**src/rtl/afifo_frame_reader_pkg.sv**
```systemverilog
// Shared types and widths for the frame reader slice.
// Latency: n/a (declarations only).
// Backpressure: n/a. State GAP exists only with AFIFO_FRAME_READER_IFG_EN.
package afifo_frame_reader_pkg;

  localparam int DATA_W      = 8;
  localparam int FIFO_CNT_W  = 12;
  localparam int FRAME_CNT_W = 16;
  localparam int OBUF_DEPTH  = 3;

  typedef enum logic [1:0] {
    ST_IDLE      = 2'd0,
    ST_READ      = 2'd1,
    ST_WAIT_LAST = 2'd2
`ifdef AFIFO_FRAME_READER_IFG_EN
    ,
    ST_GAP       = 2'd3
`endif
  } state_t;

  // One output-buffer slot: byte plus end-of-frame marker.
  typedef struct packed {
    logic              last;
    logic [DATA_W-1:0] data;
  } obuf_ent_t;

endpackage

```
**src/rtl/afifo_frame_reader_if.sv**
```systemverilog
// AXI4-Stream byte channel carrying frames out of the reader.
// Latency: n/a (wires only).
// Backpressure: standard tvalid/tready; master holds tdata/tlast while stalled.
interface afifo_frame_reader_if;
  import afifo_frame_reader_pkg::*;

  logic [DATA_W-1:0] tdata;
  logic              tvalid;
  logic              tready;
  logic              tlast;

  modport master (output tdata, output tvalid, output tlast, input tready);
  modport slave  (input tdata, input tvalid, input tlast, output tready);
endinterface

```
**src/rtl/afifo_frame_reader_obuf.sv**
```systemverilog
// 3-entry register FIFO of {last, data}; head entry is always slot 0.
// Latency: a push is visible at the head the cycle after it is written.
// Backpressure: caller must never push when full or pop when empty.
module frame_reader_obuf
  import afifo_frame_reader_pkg::*;
(
  input  logic       clk,
  input  logic       rst,
  input  logic       push,
  input  obuf_ent_t  din,
  input  logic       pop,
  output obuf_ent_t  head,
  output logic [1:0] occ
);

  obuf_ent_t  ent     [OBUF_DEPTH];
  obuf_ent_t  ent_nxt [OBUF_DEPTH];
  logic [1:0] wr_idx;
  logic [1:0] occ_nxt;

  // Next contents: shift toward the head on pop, then land a push in the first free slot.
  always_comb begin
    ent_nxt = ent;
    wr_idx  = occ;
    occ_nxt = occ;
    if (pop) begin
      for (int i = 0; i < OBUF_DEPTH - 1; i++) ent_nxt[i] = ent[i + 1];
      ent_nxt[OBUF_DEPTH - 1] = '0;
      wr_idx = occ - 2'd1;
    end
    if (push) begin
      for (int i = 0; i < OBUF_DEPTH; i++) begin
        if (wr_idx == 2'(i)) ent_nxt[i] = din;
      end
    end
    case ({push, pop})
      2'b10:   occ_nxt = occ + 2'd1;
      2'b01:   occ_nxt = occ - 2'd1;
      default: occ_nxt = occ;
    endcase
  end

  // Register the buffer; entries clear so the head reads zero out of reset.
  always_ff @(posedge clk or posedge rst) begin
    if (rst) begin
      for (int i = 0; i < OBUF_DEPTH; i++) ent[i] <= '0;
      occ <= '0;
    end else begin
      for (int i = 0; i < OBUF_DEPTH; i++) ent[i] <= ent_nxt[i];
      occ <= occ_nxt;
    end
  end

  assign head = ent[0];

endmodule

```
**src/rtl/afifo_frame_reader.sv**
```systemverilog
// Drains the async byte FIFO in fixed FRAME_LEN frames onto AXI-Stream with tlast; optional IFG idle gap via AFIFO_FRAME_READER_IFG_EN.
// Latency: first rd_en the cycle after a qualifying count is seen; first tvalid 2 cycles after first rd_en.
// Backpressure: reads throttled so buffered+in-flight bytes never exceed 3; no combinational path from tready to rd_en.
module afifo_frame_reader
  import afifo_frame_reader_pkg::*;
#(
  parameter int FRAME_LEN = 64,
  parameter int IFG       = 12
) (
  input  logic                   clk,
  input  logic                   rst,
  input  logic [DATA_W-1:0]      fifo_dout,
  input  logic                   fifo_empty,
  input  logic [FIFO_CNT_W-1:0]  fifo_rd_data_count,
  output logic                   fifo_rd_en,
  afifo_frame_reader_if.master   m_axis,
  output logic [FRAME_CNT_W-1:0] frame_cnt,
  output logic                   busy
);

  localparam logic [11:0] LEN    = 12'(FRAME_LEN);
  localparam logic [11:0] LEN_M1 = 12'(FRAME_LEN - 1);
  // An illegal parameterisation leaves the reader inert rather than misframing.
  localparam bit PARAMS_OK = (FRAME_LEN >= 1) && (FRAME_LEN <= 2048) && (IFG >= 1) && (IFG <= 255);

  state_t     state;
  logic [10:0] issued;
  logic [10:0] rcvd;
  logic        inflight;
  logic [1:0]  occ;
  obuf_ent_t   head;
  obuf_ent_t   din;
  logic        pop;
  logic        last_hs;
`ifdef AFIFO_FRAME_READER_IFG_EN
  logic [7:0]  gap_cnt;
`endif

  // Read only when the buffer can absorb every byte already requested plus this one.
  assign fifo_rd_en = PARAMS_OK && (state == ST_READ) && !fifo_empty &&
                      ({1'b0, issued} < LEN) &&
                      (({1'b0, occ} + {2'b00, inflight}) <= 3'd2);

  assign m_axis.tvalid = (occ != 2'd0);
  assign m_axis.tdata  = head.data;
  assign m_axis.tlast  = head.last;
  assign pop           = m_axis.tvalid && m_axis.tready;
  assign last_hs       = pop && m_axis.tlast;

  assign din.data = fifo_dout;
  assign din.last = ({1'b0, rcvd} == LEN_M1);

  // Track the one-cycle read latency and count returned bytes to tag the frame's last byte.
  always_ff @(posedge clk or posedge rst) begin
    if (rst) begin
      inflight <= 1'b0;
      rcvd     <= '0;
    end else begin
      inflight <= fifo_rd_en;
      if (inflight) rcvd <= din.last ? 11'd0 : rcvd + 11'd1;
    end
  end

  frame_reader_obuf u_obuf (
    .clk  (clk),
    .rst  (rst),
    .push (inflight),
    .din  (din),
    .pop  (pop),
    .head (head),
    .occ  (occ)
  );

  // Frame sequencing: qualify, issue FRAME_LEN reads, wait for tlast to drain, optional gap.
  always_ff @(posedge clk or posedge rst) begin
    if (rst) begin
      state     <= ST_IDLE;
      issued    <= '0;
      frame_cnt <= '0;
      busy      <= 1'b0;
`ifdef AFIFO_FRAME_READER_IFG_EN
      gap_cnt   <= '0;
`endif
    end else begin
      case (state)
        ST_IDLE: begin
          if (fifo_rd_data_count >= LEN) begin
            state  <= ST_READ;
            issued <= '0;
            busy   <= 1'b1;
          end
        end
        ST_READ: begin
          if (fifo_rd_en) begin
            issued <= issued + 11'd1;
            if ({1'b0, issued} == LEN_M1) state <= ST_WAIT_LAST;
          end
        end
        ST_WAIT_LAST: begin
          if (last_hs) begin
            frame_cnt <= frame_cnt + 16'd1;
`ifdef AFIFO_FRAME_READER_IFG_EN
            state   <= ST_GAP;
            gap_cnt <= 8'(IFG);
`else
            state   <= ST_IDLE;
            busy    <= 1'b0;
`endif
          end
        end
`ifdef AFIFO_FRAME_READER_IFG_EN
        ST_GAP: begin
          if (gap_cnt <= 8'd1) begin
            gap_cnt <= '0;
            state   <= ST_IDLE;
            busy    <= 1'b0;
          end else begin
            gap_cnt <= gap_cnt - 8'd1;
          end
        end
`endif
        default: begin
          state <= ST_IDLE;
          busy  <= 1'b0;
        end
      endcase
    end
  end

endmodule

```
**src/flat_wrapper.sv**
```systemverilog
// flat-port wrapper written by rule: the top's interface ports become plain ports
module afifo_frame_reader_flat import afifo_frame_reader_pkg::*;
#(
  parameter int FRAME_LEN = 64,
  parameter int IFG       = 12
)
  (clk, rst, fifo_dout, fifo_empty, fifo_rd_data_count, fifo_rd_en, frame_cnt, busy, m_axis_tdata, m_axis_tvalid, m_axis_tlast, m_axis_tready);
  afifo_frame_reader_if m_axis_i ();
  input  logic clk;
  input  logic rst;
  input  logic [DATA_W-1:0] fifo_dout;
  input  logic fifo_empty;
  input  logic [FIFO_CNT_W-1:0] fifo_rd_data_count;
  output logic fifo_rd_en;
  output logic [FRAME_CNT_W-1:0] frame_cnt;
  output logic busy;
  output wire logic [$bits(m_axis_i.tdata)-1:0] m_axis_tdata;
  output wire logic [$bits(m_axis_i.tvalid)-1:0] m_axis_tvalid;
  output wire logic [$bits(m_axis_i.tlast)-1:0] m_axis_tlast;
  input wire logic [$bits(m_axis_i.tready)-1:0] m_axis_tready;
  assign m_axis_tdata = m_axis_i.tdata;
  assign m_axis_tvalid = m_axis_i.tvalid;
  assign m_axis_tlast = m_axis_i.tlast;
  assign m_axis_i.tready = m_axis_tready;
  afifo_frame_reader #(.FRAME_LEN(FRAME_LEN), .IFG(IFG)) u_core (.clk(clk), .rst(rst), .fifo_dout(fifo_dout), .fifo_empty(fifo_empty), .fifo_rd_data_count(fifo_rd_data_count), .fifo_rd_en(fifo_rd_en), .m_axis(m_axis_i), .frame_cnt(frame_cnt), .busy(busy));
endmodule
```
**config.mk**
```make
export PLATFORM = sky130hd
export DESIGN_NAME = afifo_frame_reader_flat
export DESIGN_NICKNAME = d
export VERILOG_FILES = /design/src/rtl/afifo_frame_reader_pkg.sv /design/src/rtl/afifo_frame_reader_if.sv /design/src/rtl/afifo_frame_reader_obuf.sv /design/src/rtl/afifo_frame_reader.sv /design/src/flat_wrapper.sv
export SDC_FILE = /design/constraint.sdc
export NUM_CORES = 1
export LEC_CHECK = 0
export CORE_MARGIN = 1.5
export CORE_UTILIZATION = 34
export DETAILED_ROUTE_END_ITERATION = 12
export PLACE_DENSITY_LB_ADDON = 0.1
export SYNTH_ARGS = -nofsm -noshare
export SYNTH_HDL_FRONTEND = slang
export SYNTH_SLANG_ARGS = --single-unit
```
**constraint.sdc**
```tcl
create_clock -name clk -period 2.8 [get_ports clk]
set_clock_uncertainty 0.05 [all_clocks]
set_input_delay 0.84 -clock clk [delete_from_list [all_inputs] [get_ports clk]]
set_output_delay 0.84 -clock clk [all_outputs]
set_load 0.1 [all_outputs]
```
# Word level (Yosys, flattened, before mapping)

Index checks and enable logic that the tools add are counted.
Widths: inputs -> output; s select.

Flip-flop bits (word level): 71
Latch bits: 0
Memory bits (writable): 0
Memory bits (read-only): 0
Bits of input ports: 24
Output and inout bits: 28
Word-level logic and storage cells: 69
Memories kept: 0

Add/subtract/negate cells: 6
$mul: 0
Divide/modulo/power cells: 0
Magnitude comparators: 3
Eq/ne operators: 12
Shift operators: 0
Multiplexer cells: 19
Bitwise operators: 1
Reduce and logical (&&, ||, !) cells: 15

Operators by type and width:

| kind                  | count |
|---|---|
| $mux 27               | 2 |
| $mux 11               | 3 |
| $mux 9                | 3 |
| $add 11x1->11 const B | 2 |
| $eq 11x6->1 const B   | 2 |
| $pmux 11 s2           | 1 |
| $add 16x1->16 const B | 1 |
| $ge 12x7->1 const B   | 1 |
| $lt 11x7->1 const B   | 1 |
| $mux 2                | 5 |
| $eq 2x1->1 const B    | 3 |
| $eq 2x2->1 const B    | 3 |
| $ne 2x1->1 const B    | 3 |
| $pmux 2 s3            | 1 |
| $reduce_and 3->1      | 2 |
| $reduce_bool 2->1     | 3 |
| $logic_and 1x1->1     | 5 |
| $logic_not 2->1       | 2 |
| $pmux 2 s2            | 1 |
| $reduce_and 4->1      | 1 |
| $add 2x1->3           | 1 |
| $le 3x2->1 const B    | 1 |
| $pmux 1 s3            | 1 |
| $add 2x1->2 const B   | 1 |
| other kinds (6)       | 7 |

# Logic depth before layout (Yosys ltp)

Gate-level depths: netlist of run 1.

Depth in word-level cells: 6
Gate-level depth with buffers: 8
Mapped depth without buffers: 7

# Cells and area by module

From an unflattened synthesis of run 1, not the netlist that was laid out.

Cell total of the unflattened synthesis: 293
Area total of the unflattened synthesis: 3,549.7 um^2

Modules (own cells, without submodules):

| module             | times used | cells each | area each (um^2) |
|---|---|---|---|
| afifo_frame_reader | 1          | 184        | 2,010.7 |
| frame_reader_obuf  | 1          | 109        | 1,539.0 |

# Worst setup path before layout of run 1

Ideal clock, no wire load.

Kind: flip-flop to output port
Start point: reg u_core.u_obuf.occ[0]
End point: out fifo_rd_en
Data arrival time: 1,954 ps
Data required time: 1,910 ps
Path slack: -44 ps
Stages on the path, launching flop included: 8
Buffers on the path: 1
Cells stage by stage: dfrtp_1 ha_1 inv_1 ha_1 nor3b_1 o211ai_1 buf_2 inv_1

Word-level cells in the longest chain between the ends: 3

Ends and longest elaborated chain:

| what                     | line                          | text |
|---|---|---|
| start: declaration       | afifo_frame_reader_obuf.sv:13 | `output logic [1:0] occ` |
| start signal: assignment | afifo_frame_reader_obuf.sv:50 | `occ <= occ_nxt;` |
| $add 2x1->3              | afifo_frame_reader.sv:42      | `(({1'b0, occ} + {2'b00, inflight}) <= 3'd2);` |
| $le 3x2->1               | afifo_frame_reader.sv:42      |  |
| $logic_and 1x1->1        | afifo_frame_reader.sv:41      | `({1'b0, issued} < LEN) &&` |
| end: declaration         | flat_wrapper.sv:14            | `output logic fifo_rd_en;` |

Every way passes these cells.

# Worst setup path after layout of run 1

Start point: reg u_core.inflight
End point: out fifo_rd_en

Word-level cells in the longest chain between the ends: 3

Ends and longest elaborated chain:

| what                     | line                     | text |
|---|---|---|
| start: declaration       | afifo_frame_reader.sv:29 | `logic inflight;` |
| start signal: assignment | afifo_frame_reader.sv:59 | `inflight <= fifo_rd_en;` |
| $add 2x1->3              | afifo_frame_reader.sv:42 |  |
| $le 3x2->1               | afifo_frame_reader.sv:42 |  |
| $logic_and 1x1->1        | afifo_frame_reader.sv:41 |  |

Every way passes these cells.

==> results of run 1 <==
[final timing paths]
| path | start | endpoint | slack [ns] | cells past startpoint |
|---|---|---|---|---|
| max in group asynchronous | rst | u_core.u_obuf.ent[8] | 1.42 | 3 |
| max | u_core.inflight | fifo_rd_en | -0.1 | 7 |
| max reg2reg | u_core.u_obuf.occ[0] | u_core.u_obuf.head[3] | 0.45 | 10 |
| min | u_core.rcvd[10] | u_core.rcvd[10] | 0.41 | 1 |
| min reg2reg | u_core.rcvd[10] | u_core.rcvd[10] | 0.41 | 1 |
| min in group asynchronous | rst | u_core.frame_cnt[7] | 0.76 | 2 |
[logic make-up (layout without fill, tap and decap cells)]
| group | Yosys count | in the layout | synth area share, % |
|---|---|---|---|
| xor+xnor | 25 | 25 | 6.44 |
| mux | 47 | 47 | 13.9 |
| buf+inv | 38 | 101 | 5.30 |
| simple gates | 93 | 93 | 15.1 |
| flops | 71 | 71 | 52.3 |
| compound gates | 24 | 24 | 4.05 |
| fa+ha+maj | 8 | 8 | 2.95 |
[layer usage]
metal  routed length (µm)  vias to the layer above  part of all wire (%)
li1                     -                     1167                     -
met1                 3320                     1121                    51
met2                 2880                       46                    44
met3                  253                        8                   3.9
met4                   92                        0                   1.4
met5                    0                        -                     0
[cell usage after synthesis, types with 2 or more instances]
master / n
sky130_fd_sc_hd__xor2_1: 6
sky130_fd_sc_hd__clkbuf_1: 2
sky130_fd_sc_hd__nand3_1: 15
sky130_fd_sc_hd__buf_2: 6
sky130_fd_sc_hd__nand4_1: 7
sky130_fd_sc_hd__mux2_2: 2
sky130_fd_sc_hd__xnor2_1: 19
sky130_fd_sc_hd__and2_1: 4
sky130_fd_sc_hd__o21ai_1: 4
sky130_fd_sc_hd__inv_1: 21
sky130_fd_sc_hd__nor3b_1: 2
sky130_fd_sc_hd__and3_1: 3
sky130_fd_sc_hd__nor2_1: 12
sky130_fd_sc_hd__nor4_4: 2
sky130_fd_sc_hd__nand2b_1: 2
sky130_fd_sc_hd__dfrtp_1: 71
sky130_fd_sc_hd__or4_1: 2
sky130_fd_sc_hd__o21ai_0: 7
sky130_fd_sc_hd__a21oi_1: 8
sky130_fd_sc_hd__nor3_1: 9
sky130_fd_sc_hd__buf_4: 8
sky130_fd_sc_hd__mux2i_1: 45
sky130_fd_sc_hd__ha_1: 8
sky130_fd_sc_hd__nand2_1: 25
sky130_fd_sc_hd__or3_1: 4
[placed cells by master (no fill, tap or decap), types with 2 or more instances in the layout]
master	count
sky130_fd_sc_hd__dfrtp_1	71
sky130_fd_sc_hd__mux2i_1	45
sky130_fd_sc_hd__buf_4	42
sky130_fd_sc_hd__nand2_1	25
sky130_fd_sc_hd__xnor2_1	19
sky130_fd_sc_hd__inv_1	18
sky130_fd_sc_hd__clkdlybuf4s50_1	17
sky130_fd_sc_hd__nand3_1	15
sky130_fd_sc_hd__nor2_1	12
sky130_fd_sc_hd__clkbuf_8	10
sky130_fd_sc_hd__nor3_1	9
sky130_fd_sc_hd__a21oi_1	8
sky130_fd_sc_hd__nand4_1	7
sky130_fd_sc_hd__xor2_1	6
sky130_fd_sc_hd__o21ai_0	6
sky130_fd_sc_hd__ha_1	6
sky130_fd_sc_hd__o21ai_1	5
sky130_fd_sc_hd__and2_1	4
sky130_fd_sc_hd__or3_1	4
sky130_fd_sc_hd__buf_12	4
sky130_fd_sc_hd__inv_2	3
sky130_fd_sc_hd__and3_1	3
sky130_fd_sc_hd__or4_1	2
sky130_fd_sc_hd__mux2_2	2
sky130_fd_sc_hd__nand2b_1	2
sky130_fd_sc_hd__nor4_4	2
sky130_fd_sc_hd__clkinvlp_4	2
sky130_fd_sc_hd__clkinv_4	2
[power groups by stage]
stage | logic [mW] | registers (mW) | clock network [mW]
after floorplan | 1.21 | 1.41 | 0
after global placement | 1.54 | 1.43 | 0
after detailed placement | 1.56 | 1.43 | 0
after CTS | 1.63 | 1.41 | 0.877
after global routing | 1.75 | 1.45 | 0.924
final | 1.62 | 1.41 | 0.842
[worst register-to-register path, stage by stage, from the launching register on]
cell and delay [ns]:
sky130_fd_sc_hd__dfrtp_1 0.39, sky130_fd_sc_hd__buf_4 0.13, sky130_fd_sc_hd__buf_4 0.14, sky130_fd_sc_hd__inv_1 0.10, sky130_fd_sc_hd__ha_1 0.21, sky130_fd_sc_hd__nand2b_1 0.24, sky130_fd_sc_hd__inv_2 0.14, sky130_fd_sc_hd__and3_1 0.21
sky130_fd_sc_hd__o21ai_1 0.27, sky130_fd_sc_hd__buf_4 0.22, sky130_fd_sc_hd__mux2i_1 0.19
[registers in the layout, indices dropped and copies added, names as in the netlist]
name,cells
u_core.busy,1
u_core.rcvd,11
u_core.inflight,1
u_core.state,2
u_core.u_obuf.ent,18
u_core.issued,11
u_core.u_obuf.head,9
u_core.frame_cnt,16
u_core.u_obuf.occ,2
[repair_timing]
item	4_1_cts	5_1_grt
endpoints found under the setup margin	1	1
gates resized for setup	4	1
pin swaps	2	2
gates cloned	0	0
buffers inserted	4	0
[final cells by class]
type | count | area (µm²) | area share, %
sequential | 71 | 1780 | 41.6
clock inverter | 6 | 68.8 | 1.61
inverter | 22 | 86.3 | 2.02
tap | 133 | 166 | 3.90
timing repair buffer | 63 | 566 | 13.2
multi-input combinational | 197 | 1470 | 34.4
clock buffer | 10 | 138 | 3.22
==> impl_summary.log, run 1 <==
INFO  metric finalCoreUtilization = 43.9%
INFO  metric timing.max_slew.rel_slack = 61.4%
INFO  metric timing_hold_violations_final = 0
INFO  metric setup_viol_count_final = 1
INFO  metric post-route-period-util = 104%
INFO  metric groute.layer.met2.usage = 20.3%
INFO  metric ys_async_sr_fraction = 100%
INFO  metric end_kind = output pin
INFO  metric grt_pass1_vias = 2,332
INFO  metric total_power_consumption = 3.87 mW
INFO  metric total_via_count_after_detailed_routing = 2,342
INFO  metric yosys.area.top_type_share = 52.3%
INFO  metric critPathKind = flip-flop to output pin
INFO  metric all_layer_gr_usage = 13.5%
INFO  metric leak_pwr = 2.14 nW
INFO  metric report.final.slew_viol_count = 0
INFO  metric synth.ff_latch_count = 71
INFO  metric routabilityCongestion = 0.761
INFO  metric vdd_drop_max = 521 µV
INFO  metric post_synth_inst_count = 306
INFO  metric ys_types = 37
INFO  metric grt_antenna_before_repair = 0
INFO  metric wire_length_of_the_first_global_routing_pass = 11,100 µm
INFO  metric crit_path_max_fanout = 2
INFO  metric synth-warning-count = 0
INFO  metric worst-path-buf-inv = 3
INFO  metric outcome = finished with violations
INFO  metric dieWidth = 103 µm
INFO  metric comb_power_share = 41.7%
INFO  metric clock_tree.buffer_depth = 2
INFO  metric overflow = 0
INFO  metric place_hpwl = 4550 µm
INFO  metric die_y = 103 µm
INFO  metric final_worst_path_setup_slack = -0.0984 ns
INFO  metric cp_data_required_time = 1.91 ns
INFO  metric timing_worst_slew_pin_value = 0.578 ns
INFO  metric clk_pin_slew = 0.07 ns
INFO  metric layout.cells.non_filler = 502
INFO  metric place_ws = -0.0965 ns
INFO  metric average_footprint_of_a_synthesized_cell = 11.1 µm²
INFO  metric finish.instance_area = 4270 µm²
INFO  metric sequentialPowerShare = 36.5%
INFO  metric fin_nets = 396
INFO  metric yosys-top-cells-area = sky130_fd_sc_hd__dfrtp_1 (52%), sky130_fd_sc_hd__mux2i_1 (13%), sky130_fd_sc_hd__xnor2_1 (4.9%), sky130_fd_sc_hd__ha_1 (2.9%), sky130_fd_sc_hd__nand2_1 (2.8%)
INFO  metric synth_flop_cell = sky130_fd_sc_hd__dfrtp_1
INFO  metric cts_hold_repair.buffers = 0
INFO  metric tritoncts.num_buffers = 9
INFO  metric drtIter0Drc = 36
INFO  metric firstDrtPassIters = 4
INFO  metric max-cap-violations = 0
INFO  metric power.switching = 1.55 mW
INFO  metric postPlaceCellArea = 4010 µm²
INFO  metric grt_util_met3 = 3.05%
INFO  metric synth_enable_flop_cells = 0
INFO  metric critPathMaxStageDelay = 0.40 ns
INFO  metric busiest_layer = met2
INFO  metric portion_of_the_post_synthesis_area_used_by_sequential_elements = 52.3%
INFO  metric io_buffer_count = 45
INFO  metric ctsRootBufferMaster = sky130_fd_sc_hd__clkbuf_8
INFO  metric clk_latency = 0.34 ns
INFO  metric max_freq = 0.345 GHz
INFO  metric grt_start_max_net_pins = 33
INFO  metric postRouteAntennaNets = 0
INFO  metric dieArea = 10,600 µm²
INFO  metric fillerInstances = 969
INFO  metric routedWlPerCell = 13.0 µm
INFO  metric placed_cells_incl_taps = 482
INFO  metric synthDominantAreaCellType = sky130_fd_sc_hd__dfrtp_1
INFO  metric clockPowerShare = 21.7%
INFO  metric std_cell_rows = 36
INFO  metric design.portCount = 52
INFO  metric cts_htree_levels = 3
INFO  metric netSwitchingFraction = 40.2%
INFO  metric period_minus_ws_final = 2.90 ns
INFO  metric finalWirelength = 6540 µm
INFO  metric drt-vias-per-instance = 4.67
INFO  metric drive_above_1_share = 20.9%
INFO  metric rsz0062_at_grt = yes
INFO  metric p_int = 2.32 mW
INFO  metric groute.layer.met1.usage = 18.6%
INFO  metric failing_checks = negative setup slack
INFO  metric cts_tree = yes
INFO  metric synthesis.nets = 338
INFO  metric timing.critical_path.arrival = 2.01 ns
INFO  metric area_growth_syn_to_layout = 25.6%
INFO  metric worst_hold_path_type = flip-flop to flip-flop
INFO  metric cts.sinks = 71
INFO  metric timing.setup.tns = -0.0984 ns
INFO  metric path_cells = ha_2, inv_2, ha_4, nor3b_2, o211ai_1, clkinvlp_4, buf_12
INFO  metric critical_path.slowest_cell = sky130_fd_sc_hd__dfrtp_1
INFO  metric post_synth_instance_area = 3400 µm²
INFO  metric antenna_cells_inserted = 0
INFO  metric post-route-drc-count = 0
INFO  metric worst_hold_slack = 0.412 ns
INFO  metric critical_path.startpoint_type = flip-flop
INFO  metric initial_utilization = 34.9%
INFO  metric design.core.area = 9730 µm²
INFO  metric power_per_cell_area = 907 nW/µm²
INFO  metric worst_path_dominant_cell_family = buffers and inverters
(Power assumes the default switching activity.)
==> run 2, diff against run 1 <==
Settings changed: ABC_AREA from default to 0, CORE_ASPECT_RATIO from default to 0.7.
Clock period 2.8 ns to 3.4 ns, I/O delays scaled along.
==> run 2 against run 1 <==
Net effect:
- the flow now finishes without violations
- sequential power fell by 17%
- sequential share of layout area rose by 0.63 points
- routed wire length fell by 0.44%
- count of clock-buffer cells in the layout rose by 6
- hold slack barely moved
- global-route usage rose by 0.32 points
- critical path type is now primary input to output pin
- highest routed layer unchanged
==> impl_summary.log, run 2 (synthesis gave the netlist of run 1 again) <==
INFO  metric outcome = finished, final reports clean
INFO  metric cts.sinks = 71
INFO  metric std_cell_rows = 30
INFO  metric vdd_drop_max = 315 µV
INFO  metric timing.max_slew.rel_slack = 66.4%
INFO  metric io_buffer_count = 45
INFO  metric hold_path_depth = 1
INFO  metric rsz0062_at_grt = no
INFO  metric place_hpwl = 4420 µm
INFO  metric wire_length_of_the_first_global_routing_pass = 11,100 µm
INFO  metric cts_setup_buffers = 0
INFO  metric ctsRootBufferMaster = sky130_fd_sc_hd__clkbuf_16
INFO  metric total_power_consumption = 3.25 mW
INFO  metric critPathKind = primary input to output pin
INFO  metric max-cap-violations = 0
INFO  metric overflow = 0
INFO  metric postRouteAntennaNets = 0
INFO  metric clk_pin_slew = 0.05 ns
INFO  metric initial_utilization = 35.0%
INFO  metric power_per_cell_area = 773 nW/µm²
INFO  metric layout.cells.non_filler = 488
INFO  metric crit_path_max_fanout = 2
INFO  metric placed_cells_incl_taps = 472
INFO  metric max_reg_flops = 18
INFO  metric leak_pwr = 2.12 nW
INFO  metric worst_path_dominant_cell_family = buffers and inverters
INFO  metric worst_hold_slack = 0.412 ns
INFO  metric grt_start_max_net_pins = 53
INFO  metric setup_viol_count_final = 0
INFO  metric timing.critical_path.arrival = 2.27 ns
INFO  metric cts_tree = yes
INFO  metric cts_hold_repair.buffers = 0
INFO  metric cp_data_required_time = 2.33 ns
INFO  metric dieArea = 10,600 µm²
INFO  metric reg2reg_depth = 8
INFO  metric grt_pass1_vias = 2,272
INFO  metric end_kind = output pin
INFO  metric design.core.area = 9720 µm²
INFO  metric critPathMaxStageDelay = 0.42 ns
INFO  metric tritoncts.num_buffers = 9
INFO  metric routabilityCongestion = 0.704
INFO  metric critical_path.startpoint_type = primary input
INFO  metric firstDrtPassIters = 4
INFO  metric total_via_count_after_detailed_routing = 2,306
INFO  metric routedWlPerCell = 13.4 µm
INFO  metric path_depth = 5
INFO  metric worst_hold_path_type = flip-flop to flip-flop
INFO  metric post_cts.resized_instances = 0
INFO  metric timing_worst_slew_pin_value = 0.503 ns
INFO  metric layout.cells.most_common = sky130_fd_sc_hd__dfrtp_1
INFO  metric finalCoreUtilization = 43.3%
INFO  metric cts_htree_levels = 3
INFO  metric clk_latency = 0.33 ns
INFO  metric period_minus_ws_final = 3.34 ns
INFO  metric fin_nets = 387
INFO  metric max_freq = 0.300 GHz
INFO  metric largestRegisters = u_core.u_obuf.ent: 18 flops, u_core.frame_cnt: 16 flops
INFO  metric grt_antenna_before_repair = 0
INFO  metric layout.cells.most_common_list = sky130_fd_sc_hd__dfrtp_1 (71), sky130_fd_sc_hd__mux2i_1 (45), sky130_fd_sc_hd__buf_4 (35)
INFO  metric critical_path.slowest_cell = sky130_fd_sc_hd__clkdlybuf4s50_1
INFO  metric report.final.slew_viol_count = 0
INFO  metric drt-vias-per-instance = 4.73
INFO  metric all_layer_gr_usage = 13.9%
INFO  metric die_y = 86.6 µm
INFO  metric antenna_cells_inserted = 0
INFO  metric post-route-period-util = 98.1%
INFO  metric timing_hold_violations_final = 0
INFO  metric dieWidth = 122 µm
INFO  metric post-route-drc-count = 0
INFO  metric area_growth_syn_to_layout = 23.7%
INFO  metric clock_tree.buffer_depth = 2
INFO  metric biggest_register = u_core.u_obuf.ent
INFO  metric fillerInstances = 932
INFO  metric path_cells = clkdlybuf4s50_1, nor4_1, o211ai_1, inv_1, buf_12
INFO  metric timing.setup.tns = 0 ns
INFO  metric drive_above_1_share = 15.8%
INFO  metric finalWirelength = 6520 µm
INFO  metric design.portCount = 52
INFO  metric worst-path-buf-inv = 3
INFO  metric drtIter0Drc = 88
-- run 2: final cells by class --
type | count | area, µm² | share of cell area (%)
flip-flops and latches | 71 | 1780 | 42.2
clock buffers | 16 | 272 | 6.46
inverters | 22 | 82.6 | 1.96
well taps | 128 | 160 | 3.81
repair buffers | 54 | 473 | 11.2
multi-input cells | 197 | 1440 | 34.3
-- run 2: path summary, 6_finish.rpt --
check                                        endpoint  slack [ns]            startpoint
worst min register to register        u_core.rcvd[10]        0.41       u_core.rcvd[10]
max in group asynchronous       u_core.u_obuf.ent[12]        1.71                   rst
worst max-delay path                       fifo_rd_en        0.06            fifo_empty
worst max register to register       u_core.issued[5]        1.13  u_core.u_obuf.occ[0]
min in group asynchronous        u_core.frame_cnt[14]        0.97                   rst
worst min-delay path                  u_core.rcvd[10]        0.41       u_core.rcvd[10]
-- run 2: per-stage QoR --
step / cell area, µm² / setup slack, ns
floorplan: 3400 / 0.205
global placement: 3930 / 0.0599
detailed placement: 3930 / 0.0791
CTS: 4210 / 0.0664
global route: 4210 / 0.00758
finish: 4210 / 0.0638
-- run 2: report_power, final --
group | leakage, nW | total, mW | switching (mW) | internal, mW
Clock | 0.131 | 0.861 | 0.326 | 0.535
Combinational | 1.05 | 1.22 | 0.781 | 0.438
Sequential | 0.942 | 1.17 | 0.137 | 1.03
-- run 2: worst reg2reg max path: stages, from the launching register on --
cell and delay, ns:
sky130_fd_sc_hd__dfrtp_1 0.45, sky130_fd_sc_hd__ha_1 0.21, sky130_fd_sc_hd__inv_1 0.05, sky130_fd_sc_hd__ha_1 0.26, sky130_fd_sc_hd__nor3b_1 0.19, sky130_fd_sc_hd__o211ai_1 0.13, sky130_fd_sc_hd__buf_4 0.21, sky130_fd_sc_hd__or4_1 0.50
sky130_fd_sc_hd__a21oi_1 0.15
-- run 2: per-layer routing --
| metal | routed length, µm | vias up | GRT usage, % |
|---|---|---|---|
| li1 | - | 1153 | - |
| met1 | 3260 | 1099 | 18.5 |
| met2 | 2860 | 46 | 20.7 |
| met3 | 334 | 8 | 5.72 |
| met4 | 70 | 0 | 4.12 |
| met5 | 0 | - | 0 |
==> run 3, diff against run 2 <==
Settings changed: CTS_CLUSTER_SIZE from default to 25.
==> results of run 3 <==
Final layout, timing and power as in run 2 (identical DEF).
